`src/rtl/pc_sequencer_if.sv`:
```
// Fetch-request, hazard and branch-resolution signals of the PC sequencer.
// master: the sequencer; slave: the IF/EX/hazard side driving it.
interface pc_sequencer_if;
    logic        fetch_ready;
    logic        fetch_valid;
    logic [31:0] fetch_pc;
    logic        stall;
    logic        br_valid;
    logic        br_taken;
    logic        br_is_jalr;
    logic [31:0] br_pc;
    logic [31:0] br_imm;
    logic [31:0] br_rs1;
    logic        flush;
    logic        misalign_trap;

    modport master (
        input  fetch_ready, stall, br_valid, br_taken, br_is_jalr, br_pc, br_imm, br_rs1,
        output fetch_valid, fetch_pc, flush, misalign_trap
    );

    modport slave (
        output fetch_ready, stall, br_valid, br_taken, br_is_jalr, br_pc, br_imm, br_rs1,
        input  fetch_valid, fetch_pc, flush, misalign_trap
    );
endinterface

```
`src/rtl/pc_sequencer.sv`:
```
// Program counter owner: sequential fetch, stall hold and branch/jump redirect with flush.
// Optional MISALIGN_TRAP_EN: misaligned targets redirect to TRAP_VECTOR and pulse misalign_trap.
module pc_sequencer #(
    parameter logic [31:0] RESET_VECTOR = 32'h0000_0000
`ifdef MISALIGN_TRAP_EN
    ,parameter logic [31:0] TRAP_VECTOR = 32'h0000_0100
`endif
) (
    input  logic          clk,
    input  logic          rst_n,
    pc_sequencer_if.master bus
);

    typedef enum logic [1:0] {
        BOOT     = 2'd0,
        RUN      = 2'd1,
        HOLD     = 2'd2,
        REDIRECT = 2'd3
    } state_t;

    state_t      state_r, state_nxt_s;
    logic [31:0] fetch_pc_r, fetch_pc_nxt_s;
    logic        fetch_valid_r, fetch_valid_nxt_s;
    logic        flush_r, flush_nxt_s;
    logic        trap_r, trap_nxt_s;
    logic [31:0] target_r, target_nxt_s;
    logic [32:0] resolved_s;

    // Returns {misaligned, address}; the address is already the value fetch_pc must take.
    function automatic logic [32:0] resolve_target(
        input logic        is_jalr,
        input logic [31:0] pc,
        input logic [31:0] imm,
        input logic [31:0] rs1
    );
        logic [31:0] raw;
        logic [32:0] res;
        if (is_jalr) begin
            raw = (rs1 + imm) & ~32'h0000_0001;
        end else begin
            raw = pc + {imm[30:0], 1'b0};
        end
`ifdef MISALIGN_TRAP_EN
        if (raw[1:0] != 2'b00) begin
            res = {1'b1, TRAP_VECTOR};
        end else begin
            res = {1'b0, raw};
        end
`else
        res = {1'b0, raw[31:2], 2'b00};
`endif
        return res;
    endfunction

    // Target of the instruction EX presents this cycle.
    always_comb begin
        resolved_s = resolve_target(bus.br_is_jalr, bus.br_pc, bus.br_imm, bus.br_rs1);
    end

    // Next-state and next-output logic; redirect outranks stall, stall outranks advance.
    always_comb begin
        state_nxt_s       = state_r;
        fetch_pc_nxt_s    = fetch_pc_r;
        fetch_valid_nxt_s = fetch_valid_r;
        flush_nxt_s       = 1'b0;
        trap_nxt_s        = 1'b0;
        target_nxt_s      = target_r;
        case (state_r)
            BOOT: begin
                state_nxt_s       = RUN;
                fetch_valid_nxt_s = 1'b1;
            end
            RUN, HOLD: begin
                if (bus.br_valid && bus.br_taken) begin
                    state_nxt_s       = REDIRECT;
                    fetch_valid_nxt_s = 1'b0;
                    flush_nxt_s       = 1'b1;
                    trap_nxt_s        = resolved_s[32];
                    target_nxt_s      = resolved_s[31:0];
                end else if (bus.stall) begin
                    state_nxt_s       = HOLD;
                    fetch_valid_nxt_s = 1'b0;
                end else begin
                    state_nxt_s       = RUN;
                    fetch_valid_nxt_s = 1'b1;
                    if (fetch_valid_r && bus.fetch_ready) begin
                        fetch_pc_nxt_s = fetch_pc_r + 32'd4;
                    end else begin
                        fetch_pc_nxt_s = fetch_pc_r;
                    end
                end
            end
            REDIRECT: begin
                // Branches seen here belong to flushed instructions and are ignored.
                fetch_pc_nxt_s = target_r;
                if (bus.stall) begin
                    state_nxt_s       = HOLD;
                    fetch_valid_nxt_s = 1'b0;
                end else begin
                    state_nxt_s       = RUN;
                    fetch_valid_nxt_s = 1'b1;
                end
            end
            default: begin
                state_nxt_s       = BOOT;
                fetch_pc_nxt_s    = RESET_VECTOR;
                fetch_valid_nxt_s = 1'b0;
            end
        endcase
    end

    // State and registered outputs.
    always_ff @(posedge clk or negedge rst_n) begin
        if (!rst_n) begin
            state_r       <= BOOT;
            fetch_pc_r    <= RESET_VECTOR;
            fetch_valid_r <= 1'b0;
            flush_r       <= 1'b0;
            trap_r        <= 1'b0;
            target_r      <= RESET_VECTOR;
        end else begin
            state_r       <= state_nxt_s;
            fetch_pc_r    <= fetch_pc_nxt_s;
            fetch_valid_r <= fetch_valid_nxt_s;
            flush_r       <= flush_nxt_s;
            trap_r        <= trap_nxt_s;
            target_r      <= target_nxt_s;
        end
    end

    assign bus.fetch_pc      = fetch_pc_r;
    assign bus.fetch_valid   = fetch_valid_r;
    assign bus.flush         = flush_r;
`ifdef MISALIGN_TRAP_EN
    assign bus.misalign_trap = trap_r;
`else
    assign bus.misalign_trap = 1'b0;
`endif

endmodule
```
`src/flat_wrapper.sv`:
```
// flat-port wrapper written by rule: the top's interface ports become plain ports
module pc_sequencer_flat 
#(
    parameter logic [31:0] RESET_VECTOR = 32'h0000_0000

)
  (clk, rst_n, bus_fetch_ready, bus_stall, bus_br_valid, bus_br_taken, bus_br_is_jalr, bus_br_pc, bus_br_imm, bus_br_rs1, bus_fetch_valid, bus_fetch_pc, bus_flush, bus_misalign_trap);
  pc_sequencer_if bus_i ();
  input  logic clk;
  input  logic rst_n;
  input wire logic [$bits(bus_i.fetch_ready)-1:0] bus_fetch_ready;
  input wire logic [$bits(bus_i.stall)-1:0] bus_stall;
  input wire logic [$bits(bus_i.br_valid)-1:0] bus_br_valid;
  input wire logic [$bits(bus_i.br_taken)-1:0] bus_br_taken;
  input wire logic [$bits(bus_i.br_is_jalr)-1:0] bus_br_is_jalr;
  input wire logic [$bits(bus_i.br_pc)-1:0] bus_br_pc;
  input wire logic [$bits(bus_i.br_imm)-1:0] bus_br_imm;
  input wire logic [$bits(bus_i.br_rs1)-1:0] bus_br_rs1;
  output wire logic [$bits(bus_i.fetch_valid)-1:0] bus_fetch_valid;
  output wire logic [$bits(bus_i.fetch_pc)-1:0] bus_fetch_pc;
  output wire logic [$bits(bus_i.flush)-1:0] bus_flush;
  output wire logic [$bits(bus_i.misalign_trap)-1:0] bus_misalign_trap;
  assign bus_i.fetch_ready = bus_fetch_ready;
  assign bus_i.stall = bus_stall;
  assign bus_i.br_valid = bus_br_valid;
  assign bus_i.br_taken = bus_br_taken;
  assign bus_i.br_is_jalr = bus_br_is_jalr;
  assign bus_i.br_pc = bus_br_pc;
  assign bus_i.br_imm = bus_br_imm;
  assign bus_i.br_rs1 = bus_br_rs1;
  assign bus_fetch_valid = bus_i.fetch_valid;
  assign bus_fetch_pc = bus_i.fetch_pc;
  assign bus_flush = bus_i.flush;
  assign bus_misalign_trap = bus_i.misalign_trap;
  pc_sequencer #(.RESET_VECTOR(RESET_VECTOR)) u_core (.clk(clk), .rst_n(rst_n), .bus(bus_i));
endmodule
```
`config.mk`:
```
export PLATFORM = sky130hd
export DESIGN_NAME = pc_sequencer_flat
export DESIGN_NICKNAME = d
export VERILOG_FILES = /design/src/rtl/pc_sequencer_if.sv /design/src/rtl/pc_sequencer.sv /design/src/flat_wrapper.sv
export SDC_FILE = /design/constraint.sdc
export NUM_CORES = 1
export LEC_CHECK = 0
export BUFFER_PORTS_ARGS = -buffer_cell sky130_fd_sc_hd__buf_2
export CELL_PAD_IN_SITES_DETAIL_PLACEMENT = 1
export CELL_PAD_IN_SITES_GLOBAL_PLACEMENT = 1
export CORE_MARGIN = 1
export CORE_UTILIZATION = 44
export CTS_CLUSTER_DIAMETER = 100
export DETAILED_ROUTE_END_ITERATION = 16
export HOLD_SLACK_MARGIN = 0.03
export PLACE_DENSITY_LB_ADDON = 0.1
export SLEW_MARGIN = 10
export SYNTH_ARGS = -nofsm -noshare
export SYNTH_HDL_FRONTEND = slang
export SYNTH_SLANG_ARGS = --single-unit
export TNS_END_PERCENT = 10
```
`constraint.sdc`:
```
create_clock -name clk -period 3.8 [get_ports clk]
set_input_delay 0.38 -clock clk [delete_from_list [all_inputs] [get_ports clk]]
set_output_delay 0.38 -clock clk [all_outputs]
set_load 0.01 [all_outputs]
```
Word level (Yosys, flattened, before mapping)
Index checks and enable logic that the tools add are counted.
{ "op_classes": {"n_eq_ne": 6, "n_mux": 13, "reduce_logical": 7, "add_sub_neg": 3} }
{ "ops": {"columns": ["operator", "n"], "rows": [
  ["$mux 32", 4],
  ["$add 32x32->32", 2],
  ["$pmux 32 s2", 1],
  ["$add 32x3->32 const B", 1],
  ["$pmux 2 s3", 1],
  ["$eq 2x2->1 const B", 2],
  ["$mux 1", 4],
  ["$mux 2", 2],
  ["$ne 2x2->1 const B", 2],
  ["$reduce_and 4->1", 1],
  ["$pmux 1 s3", 1],
  ["$eq 2x1->1 const B", 1],
  ["$logic_and 1x1->1", 2],
  ["$logic_not 2->1", 1],
  ["$ne 2x1->1 const B", 1],
  ["$reduce_and 2->1", 1],
  ["$reduce_bool 2->1", 1],
  ["$reduce_or 2->1", 1]
]} }
{ "word_totals": {"elab_cells": 34, "output_inout_bits": 35, "reg_bits": 66, "inputBits": 103} }

Logic depth before layout (Yosys ltp)
Gate-level depths: netlist of run 1.
{ "depth": {"ltp_word": 5, "mapped_depth": 12, "ltp_nobuf": 12} }

Worst setup path after synthesis of run 1
OpenSTA, ideal clock, no wires.
{ "synth_timing": {"path_type": "input -> register", "startpoint": "in bus_br_imm[2]", "endpoint": "reg u_core.target_r[31]", "t_arrival_ps": 2657, "setup_slack_ps": 1022, "setup_ps": 121, "cell_stages": 11, "n_path_buf": 0, "required_ps": 3679, "path_cell_list": "ha_1 -> nor2b_4 -> o31a_1 -> o31a_1 -> o41a_1 -> o21ai_2 -> a31oi_1 -> a41oi_2 -> mux2i_1 -> o21ai_1 -> a22o_1"} }
{ "synth_via": {"elab_chain_len": 2, "elab_cells_between_ends": 3, "cone_classes": "2 x add/sub; 1 x mux"} }
{ "synth_lines": {"columns": ["element", "line", "source"], "rows": [
  ["start, declared", "flat_wrapper.sv:17", "input wire logic [$bits(bus_i.br_imm)-1:0] bus_br_imm;"],
  ["$add 32x32->32 (on tied branches)", "pc_sequencer.sv:41, pc_sequencer.sv:39", null],
  ["$mux 32 (*)", "pc_sequencer.sv:38", "if (is_jalr) begin"],
  ["end signal, assigned", "pc_sequencer.sv:127", "target_r <= target_nxt_s;"],
  ["end, declared", "pc_sequencer.sv:26", "logic [31:0] target_r, target_nxt_s;"]
]} }
Every way passes the cells marked *; elsewhere a longest branch is shown, timed or not.
A chain may end at the register's enable or synchronous reset.

Worst setup path in the final report of run 1
{ "layout_timing": {"startpoint": "reg u_core.fetch_pc_r[4], in the netlist u_core.bus.fetch_pc[4]", "endpoint": "reg u_core.fetch_pc_r[25], in the netlist u_core.bus.fetch_pc[25]"} }
{ "layout_via": {"elab_chain_len": 5} }
{ "layout_lines": {"columns": ["element", "line", "source"], "rows": [
  ["start, declared", "pc_sequencer.sv:22", "logic [31:0] fetch_pc_r, fetch_pc_nxt_s;"],
  ["start signal, assigned", "pc_sequencer.sv:123", "fetch_pc_r <= fetch_pc_nxt_s;"],
  ["$add 32x3->32", "pc_sequencer.sv:87", "fetch_pc_nxt_s = fetch_pc_r + 32'd4;"],
  ["$mux 32", "pc_sequencer.sv:86", "if (fetch_valid_r && bus.fetch_ready) begin"],
  ["$mux 32", "pc_sequencer.sv:80", "end else if (bus.stall) begin"],
  ["$mux 32", "pc_sequencer.sv:74", "if (bus.br_valid && bus.br_taken) begin"],
  ["$pmux 32 s2", "pc_sequencer.sv:68", "case (state_r)"]
]} }
Every way passes these cells. The select of a mux whose other input is x is not followed.

==> flow_metrics.tcl, run 1 <==
set metrics [dict create \
    worst_clock_skew_ns 0.00801 \
    p_per_area_mw_per_mm2 608 \
    yosys.area.top_type "dfrtp_1" \
    num_rows 42 \
    status "finished clean" \
    hold_path.class "primary input to asynchronous set/reset pin" \
    multi_input_area_sq_mm 0.00423 \
    initial_core_util 0.454 \
    synthAdderAreaFrac 0.131 \
    path_max_fanout 9 \
    fp.dieH_um 119 \
    synthArstFlopShare 1.00 \
    crit_buf_inv 0 \
    hold_slack_ns 0.186 \
    gp_congestion 0.919 \
    portBuffers 133 \
    grt_overflow_total 0 \
    yosys_warnings 0 \
    grt_pass1_wl_um 31100 \
    synth.avg_cell_area_sq_um 8.17 \
    power.switching_mw 1.93 \
    grt_use_total 0.270 \
    fin_util 0.534 \
    firstDrtPassIters 4 \
    p_int_mw 2.41 \
    start_kind "register" \
    cts_setup_buffers 0 \
    drv_slew 0 \
    clockPowerShare 0.170 \
    cts_buffers 9 \
    worst_path_most_repeated_cell "nor2_1" \
    cp-startpoint "u_core.bus.fetch_pc[4]$_DFFE_PN0P_" \
    vias 6120 \
    nets 1031 \
    avgViaCountPerCell 5.85 \
    synth.distinct_cells 67 \
    drc 0 \
    yosysSeqAreaShare 0.264 \
    drt_iter0_drc 314 \
    post-route-period-util 0.778 \
    cts_root_buf "clkbuf_16" \
    r2r-start "u_core.bus.fetch_pc[4]$_DFFE_PN0P_" \
    synthMuxAreaShare 0.0221 \
    synth_edf_count 0 \
    die_w_um 119 \
    io_pins 138 \
    combPwrFrac 0.528 \
    post_cts_resized 0 \
    finalHoldViolCount 0 \
    synth-main-ff-cell "dfrtp_1" \
    area_growth_pct 17.6 \
    synth-compound-area-share 0.306 \
    antenna_found_initial 0 \
    totalWireLength_um 18600 \
    yosysTopAreaCellShare 0.264 \
    required_ns 4.07 \
    synthSimpleGateAreaFrac 0.164 \
    fin_crit_ns 2.96 \
    core_area_sq_mm 0.0133 \
    synth_most_common_cell "a21oi_1" \
    seq_area_sq_mm 0.00160 \
    relSlewSlack 0.365 \
    ant_nets 0 \
    finalSetupViolCount 0 \
    clock_path_buffers 2 \
    ir_worst_vdd_mv 0.214 \
    cp.depth 10 \
    m1WireLength_um 9270 \
    arrival_ns 3.23 \
    syn_area_sq_mm 0.00606 \
    crit_path_end_kind "register" \
    cts_tree "done" \
    seqPwrFrac 0.302 \
    tns_ns 0 \
    placedCellCount 1030 \
    max-cap-violations 0 \
    first_global_vias 6360 \
    postCtsHoldBufs 0 \
    top_layer "met4" \
    leakagePower_nw 3.28 \
    crit_chain "nand3_1 -> or2_1 -> nor2_1 -> nand2_1 -> nor2_1 -> and2_1 -> nor2b_1 -> a41oi_1 -> a211oi_1 -> a221o_1" \
    clk_pin_slew_ns 0.05 \
    diodes 0 \
    path_class "register to register" \
    rr_worst_depth 10 \
    cts_htree_levels 3 \
    synth_xor_area_frac 0.0708 \
    die_area_sq_mm 0.0142 \
    wl_per_cell_um 17.8 \
    p_sw_frac 0.445 \
    drive_gt1_frac 0.197 \
    rsz0062_at_grt "no" \
    worst_pin_slew_ns 0.952 \
    crit_path_max_incr_delay_ns 0.58 \
    endpoint "u_core.bus.fetch_pc[25]$_DFFE_PN0P_" \
    stdcell_count 1046 \
    cts_sinks 64 \
    clock_latency_ns 0.33 \
    regToRegEndpoint "u_core.bus.fetch_pc[25]$_DFFE_PN0P_" \
    wl_met3_um 686 \
    ys_top_cells_by_area "dfrtp_1 26%, ha_1 13%, a21oi_1 6.8%" \
    syn_inst 742 \
    met2WireLength_um 8380 \
    synthTopCellsByCount "82 x a21oi_1, 69 x nand2_1, 64 x dfrtp_1, 62 x ha_1, 62 x nor2_1" \
    synth-seq-cells 64 \
    grt_max_degree 48 \
    crit_family "simple AND/OR/NAND/NOR gates" \
    fill_cells 1730 \
    fmax_ghz 0.338 \
    hpwlAfterDp_um 14800 \
    slowest_stage "nor2b_1" \
    synth_top_family_by_area "compound AO/OA/AOI/OAI gates" \
    reg2reg_slack_ns 0.84 \
]
cell usage in the layout, fill, tap and decap left out, types with 4 or more instances in the layout:
cell	instances
mux2i_1	9
xor2_1	21
a311oi_1	6
ha_1	62
clkbuf_16	9
nor2_1	62
nor2b_1	7
nor3_1	20
xnor2_1	28
inv_1	25
and2_1	6
buf_4	7
a211oi_1	10
nand3_1	14
a31oi_1	15
o21bai_1	11
a21oi_1	82
and3_1	9
a41oi_1	5
o21ai_1	12
o21a_1	4
dfrtp_1	64
a22oi_1	17
a21o_1	25
nand4_1	8
nand2_1	69
or2_1	4
o21ai_0	50
clkinv_2	4
buf_2	133
a221o_1	15
worst register-to-register path: stages, from the launching register on:
cell and delay, ns:
dfrtp_1 0.44, nand3_1 0.14, or2_1 0.30, nor2_1 0.28, nand2_1 0.09, nor2_1 0.16
and2_1 0.27, nor2b_1 0.58, a41oi_1 0.21, a211oi_1 0.28, a221o_1 0.15
power groups by stage:
stage	Clock, mW	Combinational, mW	Sequential, mW
2_1_floorplan	0	1.58	1.27
3_3_place_gp	0	2.16	1.28
3_5_place_dp	0	2.25	1.31
4_1_cts	0.747	2.29	1.31
5_1_grt	0.775	2.56	1.35
6_report	0.735	2.29	1.31
area by class of cell:
cell class / count / share of cell area
clock inverter: 4 / 0.00281
clock buffer: 12 / 0.0346
inverter: 25 / 0.0132
timing repair buffer: 140 / 0.101
tap: 176 / 0.0309
multi-input combinational: 625 / 0.593
sequential: 64 / 0.225
how the worst min path moves through the flow:
stage | startpoint | end | slack (ns) | cells past startpoint
after floorplan | rst_n | u_core.bus.fetch_pc[10]$_DFFE_PN0P_ | 0.08 | 0
after global placement | u_core.target_r[7]$_DFFE_PN0P_ | u_core.target_r[7]$_DFFE_PN0P_ | 0.47 | 2
after detailed placement | u_core.target_r[7]$_DFFE_PN0P_ | u_core.target_r[7]$_DFFE_PN0P_ | 0.47 | 2
after CTS | rst_n | u_core.bus.fetch_pc[5]$_DFFE_PN0P_ | 0.23 | 1
after global routing | rst_n | u_core.bus.fetch_pc[6]$_DFFE_PN0P_ | 0.26 | 1
final | rst_n | u_core.bus.fetch_pc[5]$_DFFE_PN0P_ | 0.19 | 1
metrics by stage:
step | cell area (sq um) | setup WS, ns | power, mW
after CTS | 7130 | 0.879 | 4.34
after global placement | 6860 | 0.620 | 3.44
final | 7130 | 0.842 | 4.34
after floorplan | 6070 | 1.02 | 2.85
after detailed placement | 6860 | 0.583 | 3.57
after global routing | 7130 | 0.607 | 4.69
state kept, by name, indices dropped and copies added (netlist names):
register	count
u_core.target_r	30
u_core.state_r	2
u_core.bus.fetch_pc	30
u_core.bus.flush	1
u_core.bus.fetch_valid	1
metal layers:
metal,vias up,track usage
met5,-,0
met4,0,0.0711
met3,15,0.0235
met2,144,0.435
met1,2941,0.386
li1,3020,-
kinds of logic after synthesis:
| kind of cell | count (synthesis) |
|---|---|
| XOR/XNOR | 49 |
| buffers and inverters | 55 |
| multiplexers | 13 |
| AO/OA/AOI/OAI | 283 |
| flip-flops | 64 |
| AND/OR/NAND/NOR | 214 |
| adder cells (fa/ha/maj) | 63 |
| other | 1 |
Note: power is estimated with default switching activity, not from simulation.
==> run 2: changes to the inputs <==
--- a/config.mk
+++ b/config.mk
@@ -5,11 +5,12 @@
 export SDC_FILE = /design/constraint.sdc
 export NUM_CORES = 1
 export LEC_CHECK = 0
+export ABC_AREA = 1
 export BUFFER_PORTS_ARGS = -buffer_cell sky130_fd_sc_hd__buf_2
 export CELL_PAD_IN_SITES_DETAIL_PLACEMENT = 1
 export CELL_PAD_IN_SITES_GLOBAL_PLACEMENT = 1
 export CORE_MARGIN = 1
-export CORE_UTILIZATION = 44
+export CORE_UTILIZATION = 35
 export CTS_CLUSTER_DIAMETER = 100
 export DETAILED_ROUTE_END_ITERATION = 16
 export HOLD_SLACK_MARGIN = 0.03
==> constraint.sdc (replaced) <==
create_clock -name clk -period 2.7 [get_ports clk]
set_input_delay 0.27 -clock clk [delete_from_list [all_inputs] [get_ports clk]]
set_output_delay 0.27 -clock clk [all_outputs]
set_load 0.01 [all_outputs]
==> flow_metrics.tcl, run 2 <==
set metrics [dict create \
    fp.dieH_um 157 \
    path_class "register to register" \
    start_kind "register" \
    grt_pass1_wl_um 50300 \
    synth.avg_cell_area_sq_um 5.47 \
    p_int_mw 3.41 \
    crit_buf_inv 1 \
    vias 9841 \
    diodes 0 \
    die_w_um 157 \
    relSlewSlack 0.265 \
    crit_path_max_incr_delay_ns 0.45 \
    die_area_sq_mm 0.0247 \
    clk_pin_slew_ns 0.06 \
    crit_chain "nand2_1 -> inv_1 -> nand2_1 -> nor3_1 -> nand4_1 -> or2_0 -> nand3_1 -> nand2_1 -> nand2_1" \
    leakagePower_nw 5.86 \
    worst_clock_skew_ns 0.00461 \
    reg2reg_slack_ns 0.66 \
    p_sw_frac 0.476 \
    cts_tree "done" \
    design_area_sq_mm 0.00981 \
    tns_ns 0 \
    cp-startpoint "u_core.bus.fetch_pc[21]$_DFFE_PN0P_" \
    seqPwrFrac 0.277 \
    postCtsHoldBufs 0 \
    hold_path.class "primary input to asynchronous set/reset pin" \
    worst_path_most_repeated_cell "nand2_1" \
    totalWireLength_um 31100 \
    cts_htree_levels 3 \
    avgViaCountPerCell 4.93 \
    drt_iter0_drc 423 \
    drv_slew 0 \
    post-route-period-util 0.755 \
    clock_latency_ns 0.33 \
    path_max_fanout 6 \
    core_area_sq_mm 0.0235 \
    post_cts_resized 0 \
    arrival_ns 2.30 \
    slowest_stage "dfrtp_1" \
    worst_pin_slew_ns 1.10 \
    antenna_found_initial 0 \
    drive_gt1_frac 0.113 \
    initial_core_util 0.358 \
    hold_slack_ns 0.150 \
    cts_buffers 9 \
    place_ws_ns 0.380 \
    hpwlAfterDp_um 26500 \
    cts_setup_buffers 0 \
    finalSetupViolCount 0 \
    grt_use_total 0.260 \
    fill_cells 3444 \
    num_rows 56 \
    place_area_sq_mm 0.00948 \
    yosysTopAreaCellShare 0.269 \
    required_ns 2.97 \
    power_mw 6.50 \
    drc 0 \
    synthTopCellsByCount "605 x nand2_1, 291 x inv_1, 121 x nor2_1, 114 x nand3_1, 75 x a21oi_1" \
    final_common_cell "nand2_1" \
    wl_per_cell_um 15.6 \
    nets 1838 \
    rsz0062_at_grt "no" \
    grt_max_degree 44 \
    syn_inst 1542 \
    cts_root_buf "clkbuf_16" \
    p_per_area_mw_per_mm2 663 \
    synth-seq-cells 64 \
    ir_worst_vdd_mv 0.512 \
    max-cap-violations 0 \
    yosysSeqAreaShare 0.190 \
    yosys_warnings 0 \
    synth-main-ff-cell "dfrtp_1" \
    layout_common_cells "605 x nand2_1, 291 x inv_1, 133 x buf_2" \
    clockPowerShare 0.198 \
    synth_edf_count 0 \
    synth_most_common_cell "nand2_1" \
    synthArstFlopShare 1.00 \
    fin_ws_ns 0.662 \
    r2r-start "u_core.bus.fetch_pc[21]$_DFFE_PN0P_" \
    fin_crit_ns 2.04 \
    fmax_ghz 0.491 \
    clock_path_buffers 2 \
    status "finished clean" \
    cts_sinks 64 \
    ant_nets 0 \
    combPwrFrac 0.524 \
    io_pins 138 \
    gp_congestion 0.895 \
    firstDrtPassIters 5 \
    yosys.area.top_type "nand2_1" \
    syn_area_sq_mm 0.00844 \
    finalHoldViolCount 0 \
    area_growth_pct 16.3 \
    power.switching_mw 3.10 \
    grt_overflow_total 0 \
    crit_path_end_kind "register" \
    portBuffers 133 \
    synth.distinct_cells 41 \
    first_global_vias 9889 \
    crit_family "simple AND/OR/NAND/NOR gates" \
    ys_top_cells_by_area "nand2_1 27%, dfrtp_1 19%, inv_1 13%" \
]
## run 2: worst paths after layout
| path | to | depth (start not counted) |
|---|---|---|
| max in group asynchronous | u_core.target_r[22]$_DFFE_PN0P_ | 2 |
| min | u_core.bus.fetch_pc[7]$_DFFE_PN0P_ | 1 |
| min in group clk | u_core.state_r[1]$_DFF_PN0_ | 3 |
| min reg2reg | u_core.target_r[19]$_DFFE_PN0P_ | 2 |
| max reg2reg | u_core.bus.fetch_pc[27]$_DFFE_PN0P_ | 9 |
| max | u_core.bus.fetch_pc[27]$_DFFE_PN0P_ | 9 |
## run 2: power groups by stage
stage / Combinational [mW] / Sequential, mW / Clock [mW]
detailed placement: 3.40 / 1.82 / 0
CTS: 3.44 / 1.81 / 1.30
global route: 3.90 / 1.86 / 1.34
global placement: 3.31 / 1.81 / 0
finish: 3.41 / 1.80 / 1.29
floorplan: 2.22 / 1.80 / 0
## run 2: worst reg2reg max path, delay by kind of cell, from the launching register on
| kind | cells | cell delay, ns |
|---|---|---|
| flip-flops | 1 | 0.45 |
| buffers and inverters | 1 | 0.11 |
| AND/OR/NAND/NOR | 8 | 1.43 |
## run 2: cell type report
| type | instances | area, sq um | share of cell area |
|---|---|---|---|
| multi-input cells | 1157 | 5620 | 0.573 |
| flip-flops and latches | 64 | 1600 | 0.163 |
| inverters | 295 | 1110 | 0.113 |
| repair buffers | 145 | 756 | 0.0770 |
| well taps | 319 | 399 | 0.0407 |
| clock buffers | 10 | 239 | 0.0244 |
| clock inverters | 6 | 91.3 | 0.00931 |
## run 2: kinds of logic (layout without fill, tap and decap cells)
group                      after synthesis  in the layout  share of synthesized area
adders and majority gates               63             63                     0.0943
DFF                                     64             64                      0.190
and+or+nand+nor                        906            906                      0.444
xor gates and xnor gates                17             17                     0.0177
buffers and inverters                  323            456                      0.146
other                                    1              3                   0.000445
AOI/OAI and AO/OA                      168            168                      0.107
## run 2: routing by layer
metal  global-route usage  up-vias  part of all wire
met5                    0        -                 0
met1                0.352     4616              0.49
met4               0.0453        0             0.015
met2                0.452      177              0.46
li1                     -     5024                 -
met3               0.0223       24             0.030
## run 2: stage by stage
stage / std cells / utilization
3_3_place_gp: 1980 / 0.403
4_1_cts: 1996 / 0.417
3_5_place_dp: 1980 / 0.403
2_1_floorplan: 1544 / -
5_1_grt: 1996 / 0.417
6_report: 1996 / 0.417
